[config.mk]
export PLATFORM = sky130hd
export DESIGN_NAME = bcd_countdown_timer
export DESIGN_NICKNAME = d
export VERILOG_FILES = /design/src/rtl/bcd_countdown_timer.sv
export SDC_FILE = /design/constraint.sdc
export NUM_CORES = 1
export LEC_CHECK = 0
export CAP_MARGIN = 30
export CORE_AREA = 2 2 51 53
export DETAILED_ROUTE_END_ITERATION = 7
export DIE_AREA = 0 0 53 55
export GPL_TIMING_DRIVEN = 0
export PLACE_DENSITY = 0.8
export SYNTH_ARGS = -nofsm -noshare
export SYNTH_HDL_FRONTEND = slang
export SYNTH_SLANG_ARGS = --single-unit
[constraint.sdc]
create_clock -name clk -period 3.2 [get_ports clk]
set_clock_uncertainty 0.05 [all_clocks]
set_input_delay 0.48 -clock clk [delete_from_list [all_inputs] [get_ports clk]]
set_output_delay 0.48 -clock clk [all_outputs]
set_load 0.005 [all_outputs]
[src/rtl/bcd_countdown_timer.sv]
// ============================================================================
// Module   : bcd_countdown_timer
// Brief    : Cascaded BCD countdown timer with preset, pause and optional
//            auto-reload on expiry.
// Revision : 1.0
// ============================================================================
`default_nettype none

module bcd_countdown_timer #(
    parameter int               NDIG        = 2,
    parameter logic [4*NDIG-1:0] INIT       = {NDIG{4'h9}},
    parameter bit               AUTO_RELOAD = 1'b0
) (
    input  logic                clk,
    input  logic                rst,
    input  logic                tick,
    input  logic                load,
    input  logic [4*NDIG-1:0]   preset_in,
    input  logic                start,
    input  logic                pause,
    output logic [4*NDIG-1:0]   digits,
    output logic                running,
    output logic                expire,
    output logic                done
);

    localparam int WIDTH = 4 * NDIG;

    typedef enum logic [1:0] {
        ST_IDLE   = 2'd0,
        ST_RUN    = 2'd1,
        ST_PAUSED = 2'd2,
        ST_DONE   = 2'd3
    } state_t;

    state_t             r_state;
    state_t             w_state_next;
    logic [WIDTH-1:0]   r_count;
    logic [WIDTH-1:0]   w_count_next;
    logic [WIDTH-1:0]   r_preset;
    logic [WIDTH-1:0]   w_preset_next;
    logic               w_expire_next;
    logic               r_running;
    logic               r_expire;
    logic               r_done;

    logic [WIDTH-1:0]   w_sanitised;
    logic [WIDTH-1:0]   w_decrement;
    logic [NDIG:0]      w_borrow;
    logic               w_zero;

    // Borrow ripples up from digit 0; a borrow out of the top digit means
    // every digit was zero, which doubles as the expiry detector.
    assign w_borrow[0] = 1'b1;
    assign w_zero      = w_borrow[NDIG];

    for (genvar g = 0; g < NDIG; g++) begin : g_digit
        logic [3:0] w_cur;
        logic [3:0] w_pin;

        assign w_cur = r_count[4*g +: 4];
        assign w_pin = preset_in[4*g +: 4];

        assign w_sanitised[4*g +: 4] = (w_pin > 4'd9) ? 4'd9 : w_pin;
        assign w_decrement[4*g +: 4] = !w_borrow[g]     ? w_cur :
                                       (w_cur == 4'd0)  ? 4'd9  :
                                                          w_cur - 4'd1;
        assign w_borrow[g+1] = w_borrow[g] && (w_cur == 4'd0);
    end

    always_ff @(posedge clk) begin
        if (!rst) begin
            r_state   <= ST_IDLE;
            r_count   <= INIT;
            r_preset  <= INIT;
            r_running <= 1'b0;
            r_expire  <= 1'b0;
            r_done    <= 1'b0;
        end else begin
            r_state   <= w_state_next;
            r_count   <= w_count_next;
            r_preset  <= w_preset_next;
            r_running <= (w_state_next == ST_RUN);
            r_expire  <= w_expire_next;
            r_done    <= (w_state_next == ST_DONE);
        end
    end

    // Priority: load > pause > start > tick.
    always_comb begin
        w_state_next  = r_state;
        w_count_next  = r_count;
        w_preset_next = r_preset;
        w_expire_next = 1'b0;

        if (load) begin
            w_preset_next = w_sanitised;
            w_count_next  = w_sanitised;
            w_state_next  = ST_IDLE;
        end else begin
            case (r_state)
                ST_IDLE: begin
                    if (!pause && start) w_state_next = ST_RUN;
                end
                ST_RUN: begin
                    if (pause) begin
                        w_state_next = ST_PAUSED;
                    end else if (tick) begin
                        if (w_zero) begin
                            w_expire_next = 1'b1;
                            if (AUTO_RELOAD) w_count_next = r_preset;
                            else             w_state_next = ST_DONE;
                        end else begin
                            w_count_next = w_decrement;
                        end
                    end
                end
                ST_PAUSED: begin
                    if (!pause && start) w_state_next = ST_RUN;
                end
                ST_DONE: begin
                    if (!pause && start) begin
                        w_count_next = r_preset;
                        w_state_next = ST_RUN;
                    end
                end
                default: w_state_next = ST_IDLE;
            endcase
        end
    end

    assign digits  = r_count;
    assign running = r_running;
    assign expire  = r_expire;
    assign done    = r_done;

endmodule

`default_nettype wire
### Word-level counts from Yosys, hierarchy flattened

Index checks and enable logic that the tools add are counted.

| word-level totals | value |
|---|---|
| flip-flop bits (word level) | 21 |
| latch bits | 0 |
| memory bits (writable) | 0 |
| memory bits (read-only) | 0 |
| output and inout bits | 11 |
| word-level logic and storage cells | 53 |
| memories kept | 0 |

| operators by class | value |
|---|---|
| add/sub/neg operators | 2 |
| multiply operators | 0 |
| divide/modulo/power cells | 0 |
| order comparisons | 2 |
| eq/ne operators | 10 |
| shift-type cells | 0 |
| muxes and demuxes | 18 |
| bitwise logic cells | 3 |
| reductions and logical operators | 11 |

Operators with widths:

| kind | count |
|---|---|
| two-way mux 8 bit | 5 |
| two-way mux 4 bit | 5 |
| one-hot mux 8 bit (2 select lines) | 1 |
| inequality test 3 bit, second input constant | 5 |
| two-way mux 2 bit | 5 |
| greater-than comparator 4 bit, second input constant | 2 |
| zero test 4 bit | 2 |
| subtractor 4 x 1 -> 4 bit, second input constant | 2 |
| == test 2 bit, second input constant | 3 |
| AND reduction 6 bit | 1 |
| AND reduction 5 bit | 1 |
| OR reduction 5 bit | 1 |
| == test 2 x 1 -> 1 bit, second input constant | 2 |
| one-hot mux 2 bit (2 select lines) | 1 |
| inverter 1 bit | 3 |
| nonzero test 3 bit | 1 |
| OR reduction 3 bit | 1 |
| logical AND 1 bit | 2 |
| zero test 2 bit | 1 |
| zero test 1 bit | 1 |
| two-way mux 1 bit | 1 |

### Depth between registers and ports, before layout

Gate-level depths: netlist (run 1).

| logic depth | value |
|---|---|
| word-level depth | 8 |
| mapped depth | 6 |
| gate-level depth less buffers | 4 |

### Worst setup path after synthesis (run 1)

No wires, ideal clock.

| timing path | value |
|---|---|
| kind | input -> register |
| start point | input load |
| end point | register r_count[6], in the netlist digits[6] |
| setup time | 0.119 ns |
| arrival | 1.546 ns |
| slack | 1.486 ns |
| stages | 5 |
| cells stage by stage | buf_2 or3b_1 a31oi_2 nor2_2 o221a_1 |

| between the ends | value |
|---|---|
| longest elaborated chain between the ends | 2 |

RTL lines:

| what | RTL line | RTL |
|---|---|---|
| from (decl) | 17 | `input logic load,` |
| inequality test 3 bit (no source line) or nonzero test 3 bit (tied branches) | - |  |
| AND reduction 6 bit (no source line) | - |  |
| to (signal assigned) | 81 | `r_count <= w_count_next;` |
| to (decl) | 38 | `logic [WIDTH-1:0] r_count;` |

Parallel ways exist; a longest one is shown, timed or not.
A chain may end at the register's enable or synchronous reset.

### Final worst setup path (run 1)

| timing path | value |
|---|---|
| start point | register r_count[6], in the netlist digits[6] |
| end point | output digits[6] |

RTL lines:

| what | RTL line | RTL |
|---|---|---|
| to (decl) | 21 | `output logic [4*NDIG-1:0] digits,` |

No word-level cell between the ends.

==> results of run 1 <==
-- registers in the layout, indices dropped and copies added, names as in the netlist --
name / count
digits: 8
running: 1
r_preset: 8
expire: 1
r_state: 2
done: 1
-- placed cells by master, fill, tap and decap left out, types with 2 or more instances in the layout --
cell type	netlist	layout
sky130_fd_sc_hd__or4_4	2	2
sky130_fd_sc_hd__clkbuf_1	4	5
sky130_fd_sc_hd__o31ai_1	2	2
sky130_fd_sc_hd__nor2_1	7	7
sky130_fd_sc_hd__clkbuf_4	0	3
sky130_fd_sc_hd__nand2b_1	3	3
sky130_fd_sc_hd__nand2_1	19	19
sky130_fd_sc_hd__a221o_1	2	2
sky130_fd_sc_hd__dfxtp_1	21	21
sky130_fd_sc_hd__buf_6	2	2
sky130_fd_sc_hd__and2_1	2	2
sky130_fd_sc_hd__nor3_1	5	5
sky130_fd_sc_hd__o221ai_1	2	2
sky130_fd_sc_hd__nand3b_1	2	2
sky130_fd_sc_hd__inv_1	4	4
sky130_fd_sc_hd__nor2b_1	4	4
sky130_fd_sc_hd__clkdlybuf4s50_1	0	22
sky130_fd_sc_hd__mux2i_1	2	2
sky130_fd_sc_hd__o21ai_0	13	13
sky130_fd_sc_hd__a311oi_1	4	4
sky130_fd_sc_hd__nand3_1	6	6
sky130_fd_sc_hd__o211ai_1	4	4
sky130_fd_sc_hd__a21oi_1	10	10
-- area by class of cell --
cell class / instances / area share [%]
clock buffers: 4 / 1.77
multi-input cells: 109 / 47.8
flip-flops and latches: 21 / 28.4
well taps: 30 / 2.53
repair buffers: 22 / 14.9
plain buffers: 9 / 3.63
inverters: 4 / 1.01
-- where the power goes --
part | switching, W | leakage (nW) | internal (W)
clock network | 0.0000808 | 0.0150 | 0.0000487
registers | 0.0000175 | 0.173 | 0.000276
logic | 0.0000606 | 0.364 | 0.0000665
-- per-layer routing --
metal	global-route usage [%]	routed length, µm	up-vias
li1	-	-	588
met1	30.7	1310	544
met2	34.8	1290	46
met3	3.76	197	7
met4	8.55	52	0
met5	0	0	-
-- logic make-up (layout without fill, tap and decap cells) --
logic type	count (synthesis)	count (layout)	synth area share, %
muxes	2	2	1.67
and+or+nand+nor	61	61	29.6
AOI/OAI and AO/OA	46	46	27.9
buffers and inverters	13	39	5.74
DFF	21	21	35.1
-- metrics by stage --
stage	hold slack [ns]	utilization (%)	instance area [µm²]
after floorplan	0.382	-	1200
after global placement	0.392	61.6	1460
after detailed placement	0.397	61.6	1460
after CTS	0.426	62.7	1480
after global routing	0.437	62.7	1480
final	0.422	62.7	1480
-- worst max path at each step --
| stage | startpoint | endpoint | slack [ns] | cells after the start |
|---|---|---|---|---|
| 6_report | digits[6]$_SDFFE_PN0P_ | digits[6] | 1.29 | 1 |
| 5_1_grt | pause | digits[2]$_SDFFE_PN0P_ | 1.19 | 5 |
| 4_1_cts | digits[6]$_SDFFE_PN0P_ | digits[6] | 1.27 | 1 |
| 2_1_floorplan | load | digits[6]$_SDFFE_PN0P_ | 1.49 | 5 |
| 3_3_place_gp | pause | digits[2]$_SDFFE_PN0P_ | 1.04 | 5 |
| 3_5_place_dp | pause | digits[2]$_SDFFE_PN0P_ | 1.00 | 5 |
==> flow_results.xml, run 1 <==
<?xml version="1.0" encoding="UTF-8"?>
<metrics>
  <group name="synthesis">
    <metric name="number_of_enable_type_register_cells_in_the_synthesized_netlist" unit="">0</metric>
    <metric name="total_nets_after_synthesis" unit="">157</metric>
    <metric name="yosys_warnings" unit="">0</metric>
    <metric name="synthesis.area_per_instance" unit="µm²">8.38</metric>
    <metric name="yosysTopAreaCellShare" unit="%">35.1</metric>
    <metric name="yosysUniqueCellTypes" unit="">44</metric>
    <metric name="yosys.cell_count.top_type" unit="">sky130_fd_sc_hd__dfxtp_1</metric>
    <metric name="synth_sequential_area_ratio" unit="%">35.1</metric>
    <metric name="syn_area" unit="µm²">1200</metric>
    <metric name="most_area_hungry_cell_type_in_the_yosys_netlist" unit="">sky130_fd_sc_hd__dfxtp_1</metric>
    <metric name="syn_inst" unit="">143</metric>
    <metric name="ys_top_cells_by_count" unit="">sky130_fd_sc_hd__dfxtp_1, sky130_fd_sc_hd__nand2_1, sky130_fd_sc_hd__o21ai_0</metric>
    <metric name="asyncSetResetFlopFracSynth" unit="%">0</metric>
    <metric name="flop_and_latch_count_out_of_synthesis" unit="">21</metric>
    <metric name="synth.top_cells.by_area" unit="">sky130_fd_sc_hd__dfxtp_1, sky130_fd_sc_hd__nand2_1, sky130_fd_sc_hd__o21ai_0</metric>
    <metric name="synth_flop_cell" unit="">sky130_fd_sc_hd__dfxtp_1</metric>
  </group>
  <group name="placed_design">
    <metric name="port_buffers" unit="">22</metric>
    <metric name="dp_hpwl" unit="µm">2080</metric>
    <metric name="number_of_placed_instances_with_taps_included" unit="">195</metric>
    <metric name="dp_slack" unit="ns">1.00</metric>
    <metric name="gp_routability_congestion" unit="">0.880</metric>
  </group>
  <group name="critical_path">
    <metric name="timing.critical_path.cells" unit="">clkdlybuf4s50_1</metric>
    <metric name="critical_path_buf_inv_count" unit="">1</metric>
    <metric name="regToRegStartpoint" unit="">digits[4]$_SDFFE_PN1P_</metric>
    <metric name="worstSetupStartpointType" unit="">flip-flop</metric>
    <metric name="crit-reg2reg-capture" unit="">digits[6]$_SDFFE_PN0P_</metric>
    <metric name="critical-path-max-stage-delay" unit="ns">0.56</metric>
    <metric name="setup.worst_path.end_class" unit="">primary output</metric>
    <metric name="timing.setup.critical_path_class" unit="">reg2out</metric>
    <metric name="critical_path_required" unit="ns">2.67</metric>
    <metric name="worst-endpoint-arrival" unit="ns">1.38</metric>
    <metric name="ff2ff_path_depth" unit="">5</metric>
    <metric name="critical_path.max_fanout" unit="">8</metric>
    <metric name="critical_path.top_delay_family" unit="">buffers and inverters</metric>
    <metric name="r2r_slack" unit="ns">1.43</metric>
    <metric name="critical_path_cell_with_the_highest_stage_delay" unit="">sky130_fd_sc_hd__clkdlybuf4s50_1</metric>
  </group>
  <group name="cts">
    <metric name="cts_resized" unit="">0</metric>
    <metric name="sinks_on_the_clock_net" unit="">21</metric>
    <metric name="clk_transition_reported_paths" unit="ns">0.11</metric>
    <metric name="post_cts_hold_buffer_count" unit="">0</metric>
    <metric name="worstSkewPairLatency" unit="ns">0.31</metric>
    <metric name="tritoncts" unit="">done</metric>
    <metric name="cts_root_buffer" unit="">sky130_fd_sc_hd__clkbuf_4</metric>
    <metric name="cts_buffer_depth" unit="">2</metric>
    <metric name="postCtsSetupRepairBufs" unit="">0</metric>
    <metric name="htree_depth" unit="">1</metric>
    <metric name="cts_inserted_buffers" unit="">3</metric>
  </group>
  <group name="die">
    <metric name="die_height" unit="µm">55</metric>
    <metric name="rows" unit="">18</metric>
    <metric name="initial_utilization" unit="%">50.7</metric>
    <metric name="floorplan.io_pins" unit="">25</metric>
    <metric name="die-area" unit="µm²">2920</metric>
    <metric name="core_box_area" unit="µm²">2360</metric>
    <metric name="die_width" unit="µm">53</metric>
  </group>
  <group name="power_and_ir_drop">
    <metric name="report.power.total" unit="W">0.000550</metric>
    <metric name="power.ir.vdd_worst" unit="mV">0.261</metric>
    <metric name="power_leakage" unit="nW">0.551</metric>
    <metric name="power.density_cell_area" unit="nW/µm²">371</metric>
  </group>
  <group name="route">
    <metric name="drt_first_pass_iters" unit="">4</metric>
    <metric name="post-route-drc-count" unit="">0</metric>
    <metric name="detail_route.iter0.violations" unit="">38</metric>
    <metric name="dr_total_vias" unit="">1185</metric>
    <metric name="wirelength" unit="µm">2850</metric>
    <metric name="routed_antenna_nets" unit="">0</metric>
    <metric name="routedWlPerCell" unit="µm">14.3</metric>
    <metric name="via_per_inst" unit="">5.95</metric>
  </group>
  <group name="global_route">
    <metric name="grt_remaining_overflow" unit="">0</metric>
    <metric name="grt_pass1_wl" unit="µm">4690</metric>
    <metric name="grt_usage" unit="%">22.2</metric>
    <metric name="grt_max_degree" unit="">12</metric>
    <metric name="first_global_vias" unit="">1032</metric>
    <metric name="antenna_violations_before_repair" unit="">0</metric>
  </group>
  <group name="cells_and_area">
    <metric name="number_of_standard_cells_in_the_layout_taps_in_and_fillers_out" unit="">199</metric>
    <metric name="combined_area_of_the_multi_input_logic_cells" unit="µm²">709</metric>
    <metric name="seqCellArea" unit="µm²">420</metric>
    <metric name="nNetsFinal" unit="">184</metric>
    <metric name="fillers" unit="">225</metric>
    <metric name="syn2layout_area_growth" unit="%">23.7</metric>
    <metric name="final_layout_size_suffix_gt1_share" unit="%">10.1</metric>
    <metric name="diodes" unit="">0</metric>
  </group>
  <group name="sta">
    <metric name="timing.fmax" unit="GHz">0.523</metric>
    <metric name="timing.max_slew.rel_slack" unit="%">64.5</metric>
    <metric name="setup_total_negative_slack" unit="ns">0</metric>
    <metric name="finalHoldViolCount" unit="">0</metric>
    <metric name="postLayoutSetupSlackWorst" unit="ns">1.29</metric>
    <metric name="period_needed" unit="ns">1.91</metric>
    <metric name="fin_crit_sh" unit="%">59.7</metric>
    <metric name="tightestPinTransition" unit="ns">0.532</metric>
    <metric name="final_setup_violating_endpoints" unit="">0</metric>
    <metric name="rsz0062_at_grt" unit="">false</metric>
    <metric name="final_count_of_pins_violating_max_slew" unit="">0</metric>
  </group>
  <group name="hold_path">
    <metric name="hold_path_startpoint" unit="">r_preset[7]$_SDFFE_PN1P_</metric>
    <metric name="min_path_type" unit="">reg2reg</metric>
    <metric name="min_delay_worst_endpoint" unit="">r_preset[7]$_SDFFE_PN1P_</metric>
    <metric name="timing.hold.worst_path_depth" unit="">1</metric>
  </group>
  <group name="run_status">
    <metric name="status" unit="">finished, final reports clean</metric>
  </group>
  <group name="job">
    <metric name="drv.max_cap_violation_count" unit="">0</metric>
  </group>
</metrics>
Note: power is estimated with default switching activity, not from simulation.
==> run 2: changes to the inputs <==
CORE_AREA = 2 2 52 54   (was 2 2 51 53)
DIE_AREA = 0 0 54 56   (was 0 0 53 55)
PLACE_DENSITY = 0.77   (was 0.8)
clock period = 1.99 ns   (was 3.2 ns; I/O delays follow)
==> run 2 against run 1 <==
  * Die area increased by 3.7%
  * Routed wire length increased by 7.3%
  * Sequential power increased by 61%
  * Sequential cell count unchanged
==> flow_results.xml, run 2 (synthesis results as in run 1) <==
<?xml version="1.0" encoding="UTF-8"?>
<metrics>
  <group name="run_status">
    <metric name="status" unit="">finished, final reports clean</metric>
  </group>
  <group name="critical_path">
    <metric name="critical-path-max-stage-delay" unit="ns">0.57</metric>
    <metric name="regToRegStartpoint" unit="">digits[4]$_SDFFE_PN1P_</metric>
    <metric name="timing.setup.critical_path_class" unit="">reg2reg</metric>
    <metric name="timing.critical_path.cells" unit="">buf_6, or4_4, a31oi_2, nor2_2, o221a_1</metric>
    <metric name="ff2ff_path_depth" unit="">5</metric>
    <metric name="worst-endpoint-arrival" unit="ns">1.96</metric>
    <metric name="critical_path_required" unit="ns">2.16</metric>
    <metric name="setup.worst_path.end_class" unit="">flip-flop</metric>
    <metric name="critical_path.max_fanout" unit="">9</metric>
    <metric name="worstSetupStartpoint" unit="">digits[4]$_SDFFE_PN1P_</metric>
    <metric name="critical_path_buf_inv_count" unit="">1</metric>
    <metric name="crit-reg2reg-capture" unit="">digits[6]$_SDFFE_PN0P_</metric>
    <metric name="r2r_slack" unit="ns">0.19</metric>
    <metric name="worstSetupStartpointType" unit="">flip-flop</metric>
    <metric name="cp-endpoint" unit="">digits[6]$_SDFFE_PN0P_</metric>
    <metric name="critical_path.top_delay_family" unit="">simple AND/OR/NAND/NOR gates</metric>
    <metric name="cp.depth" unit="">5</metric>
    <metric name="critical_path_cell_with_the_highest_stage_delay" unit="">sky130_fd_sc_hd__or4_4</metric>
  </group>
  <group name="route">
    <metric name="routed_antenna_nets" unit="">0</metric>
    <metric name="wirelength" unit="µm">3060</metric>
    <metric name="routedWlPerCell" unit="µm">15.4</metric>
    <metric name="via_per_inst" unit="">6.05</metric>
    <metric name="dr_total_vias" unit="">1204</metric>
    <metric name="drt_first_pass_iters" unit="">5</metric>
    <metric name="detail_route.iter0.violations" unit="">34</metric>
    <metric name="post-route-drc-count" unit="">0</metric>
  </group>
  <group name="global_route">
    <metric name="grt_pass1_wl" unit="µm">5200</metric>
    <metric name="grt_max_degree" unit="">13</metric>
    <metric name="grt_usage" unit="%">22.8</metric>
    <metric name="first_global_vias" unit="">1147</metric>
    <metric name="grt_remaining_overflow" unit="">0</metric>
    <metric name="antenna_violations_before_repair" unit="">0</metric>
  </group>
  <group name="placed_design">
    <metric name="placed_cell_area" unit="µm²">1460</metric>
    <metric name="port_buffers" unit="">22</metric>
    <metric name="gp_routability_congestion" unit="">0.906</metric>
    <metric name="dp_slack" unit="ns">0.0147</metric>
    <metric name="dp_hpwl" unit="µm">2210</metric>
  </group>
  <group name="die">
    <metric name="die_height" unit="µm">56</metric>
    <metric name="die_width" unit="µm">54</metric>
    <metric name="floorplan.io_pins" unit="">25</metric>
    <metric name="core_box_area" unit="µm²">2430</metric>
    <metric name="rows" unit="">18</metric>
    <metric name="die-area" unit="µm²">3020</metric>
    <metric name="initial_utilization" unit="%">49.3</metric>
  </group>
  <group name="cells_and_area">
    <metric name="syn2layout_area_growth" unit="%">23.8</metric>
    <metric name="finish.instance_area" unit="µm²">1480</metric>
    <metric name="combined_area_of_the_multi_input_logic_cells" unit="µm²">709</metric>
    <metric name="diodes" unit="">0</metric>
    <metric name="fillers" unit="">233</metric>
    <metric name="layout_commonest_cell" unit="">sky130_fd_sc_hd__clkdlybuf4s50_1</metric>
    <metric name="final_layout_size_suffix_gt1_share" unit="%">10.7</metric>
    <metric name="seqCellArea" unit="µm²">420</metric>
    <metric name="most_frequent_cells_in_the_layout" unit="">sky130_fd_sc_hd__clkdlybuf4s50_1, sky130_fd_sc_hd__dfxtp_1, sky130_fd_sc_hd__nand2_1</metric>
    <metric name="nNetsFinal" unit="">184</metric>
  </group>
  <group name="job">
    <metric name="drv.max_cap_violation_count" unit="">0</metric>
  </group>
  <group name="cts">
    <metric name="cts_buffer_depth" unit="">2</metric>
    <metric name="worstSkewPairLatency" unit="ns">0.31</metric>
    <metric name="htree_depth" unit="">1</metric>
    <metric name="clk_transition_reported_paths" unit="ns">0.12</metric>
    <metric name="postCtsSetupRepairBufs" unit="">0</metric>
    <metric name="cts_resized" unit="">0</metric>
    <metric name="sinks_on_the_clock_net" unit="">21</metric>
    <metric name="post_cts_hold_buffer_count" unit="">0</metric>
    <metric name="tritoncts" unit="">done</metric>
    <metric name="cts_inserted_buffers" unit="">3</metric>
    <metric name="cts_root_buffer" unit="">sky130_fd_sc_hd__clkbuf_4</metric>
  </group>
  <group name="power_and_ir_drop">
    <metric name="power_leakage" unit="nW">0.554</metric>
    <metric name="report.power.total" unit="W">0.000895</metric>
    <metric name="power.density_cell_area" unit="nW/µm²">603</metric>
    <metric name="power.ir.vdd_worst" unit="mV">0.461</metric>
  </group>
  <group name="sta">
    <metric name="final.hold.worst_slack" unit="ns">0.277</metric>
    <metric name="final_setup_violating_endpoints" unit="">0</metric>
    <metric name="timing.max_slew.rel_slack" unit="%">65.3</metric>
    <metric name="tightestPinTransition" unit="ns">0.521</metric>
    <metric name="rsz0062_at_grt" unit="">false</metric>
    <metric name="final_count_of_pins_violating_max_slew" unit="">0</metric>
    <metric name="postLayoutSetupSlackWorst" unit="ns">0.194</metric>
    <metric name="setup_total_negative_slack" unit="ns">0</metric>
    <metric name="period_needed" unit="ns">1.80</metric>
    <metric name="timing.fmax" unit="GHz">0.557</metric>
    <metric name="fin_crit_sh" unit="%">90.3</metric>
    <metric name="finalHoldViolCount" unit="">0</metric>
  </group>
  <group name="hold_path">
    <metric name="min_path_type" unit="">in2reg</metric>
  </group>
</metrics>
run 2: stage by stage:
stage	utilization, %	instances
after floorplan	-	143
after global placement	59.9	195
after detailed placement	59.9	195
after CTS	61.0	199
after global routing	61.0	199
final	61.0	199
run 2: power by group:
group	total (W)	switching (W)	internal (W)
sequential	0.000473	0.0000289	0.000444
clock	0.000216	0.000140	0.0000753
combinational	0.000207	0.0000997	0.000107
total	0.000895	0.000269	0.000626
run 2: worst min-delay path by stage:
stage | start | to | slack, ns | depth (start not counted)
2_1_floorplan | r_preset[7]$_SDFFE_PN1P_ | r_preset[7]$_SDFFE_PN1P_ | 0.38 | 1
3_3_place_gp | r_preset[7]$_SDFFE_PN1P_ | r_preset[7]$_SDFFE_PN1P_ | 0.40 | 1
3_5_place_dp | r_preset[3]$_SDFFE_PN1P_ | r_preset[3]$_SDFFE_PN1P_ | 0.41 | 2
4_1_cts | rst | r_preset[0]$_SDFFE_PN1P_ | 0.26 | 2
5_1_grt | rst | r_preset[4]$_SDFFE_PN1P_ | 0.29 | 2
6_report | rst | r_preset[0]$_SDFFE_PN1P_ | 0.28 | 2
run 2: area by class of cell:
class                           instances  area share (%)
Sequential cell                        21            28.3
Tap cell                               30            2.53
Buffer                                  9            3.63
Inverter                                4            1.01
Multi-Input combinational cell        109            47.8
Clock buffer                            3            1.52
Timing Repair Buffer                   22            14.8
Clock inverter                          1           0.337
run 2: worst reg2reg max path, delay by kind of cell (launching register included):
kind                   cells  cell delay [ns]
AOI/OAI and AO/OA          2             0.52
DFF                        1             0.34
buffers and inverters      1             0.14
and+or+nand+nor            2             0.66
run 2: metal layers:
metal / track usage [%] / share of wire [%] / up-vias
met5: 0 / 0 / -
met4: 8.93 / 1.4 / 0
met3: 2.96 / 5.2 / 5
met2: 34.1 / 47 / 42
met1: 32.4 / 47 / 571
li1: - / - / 586
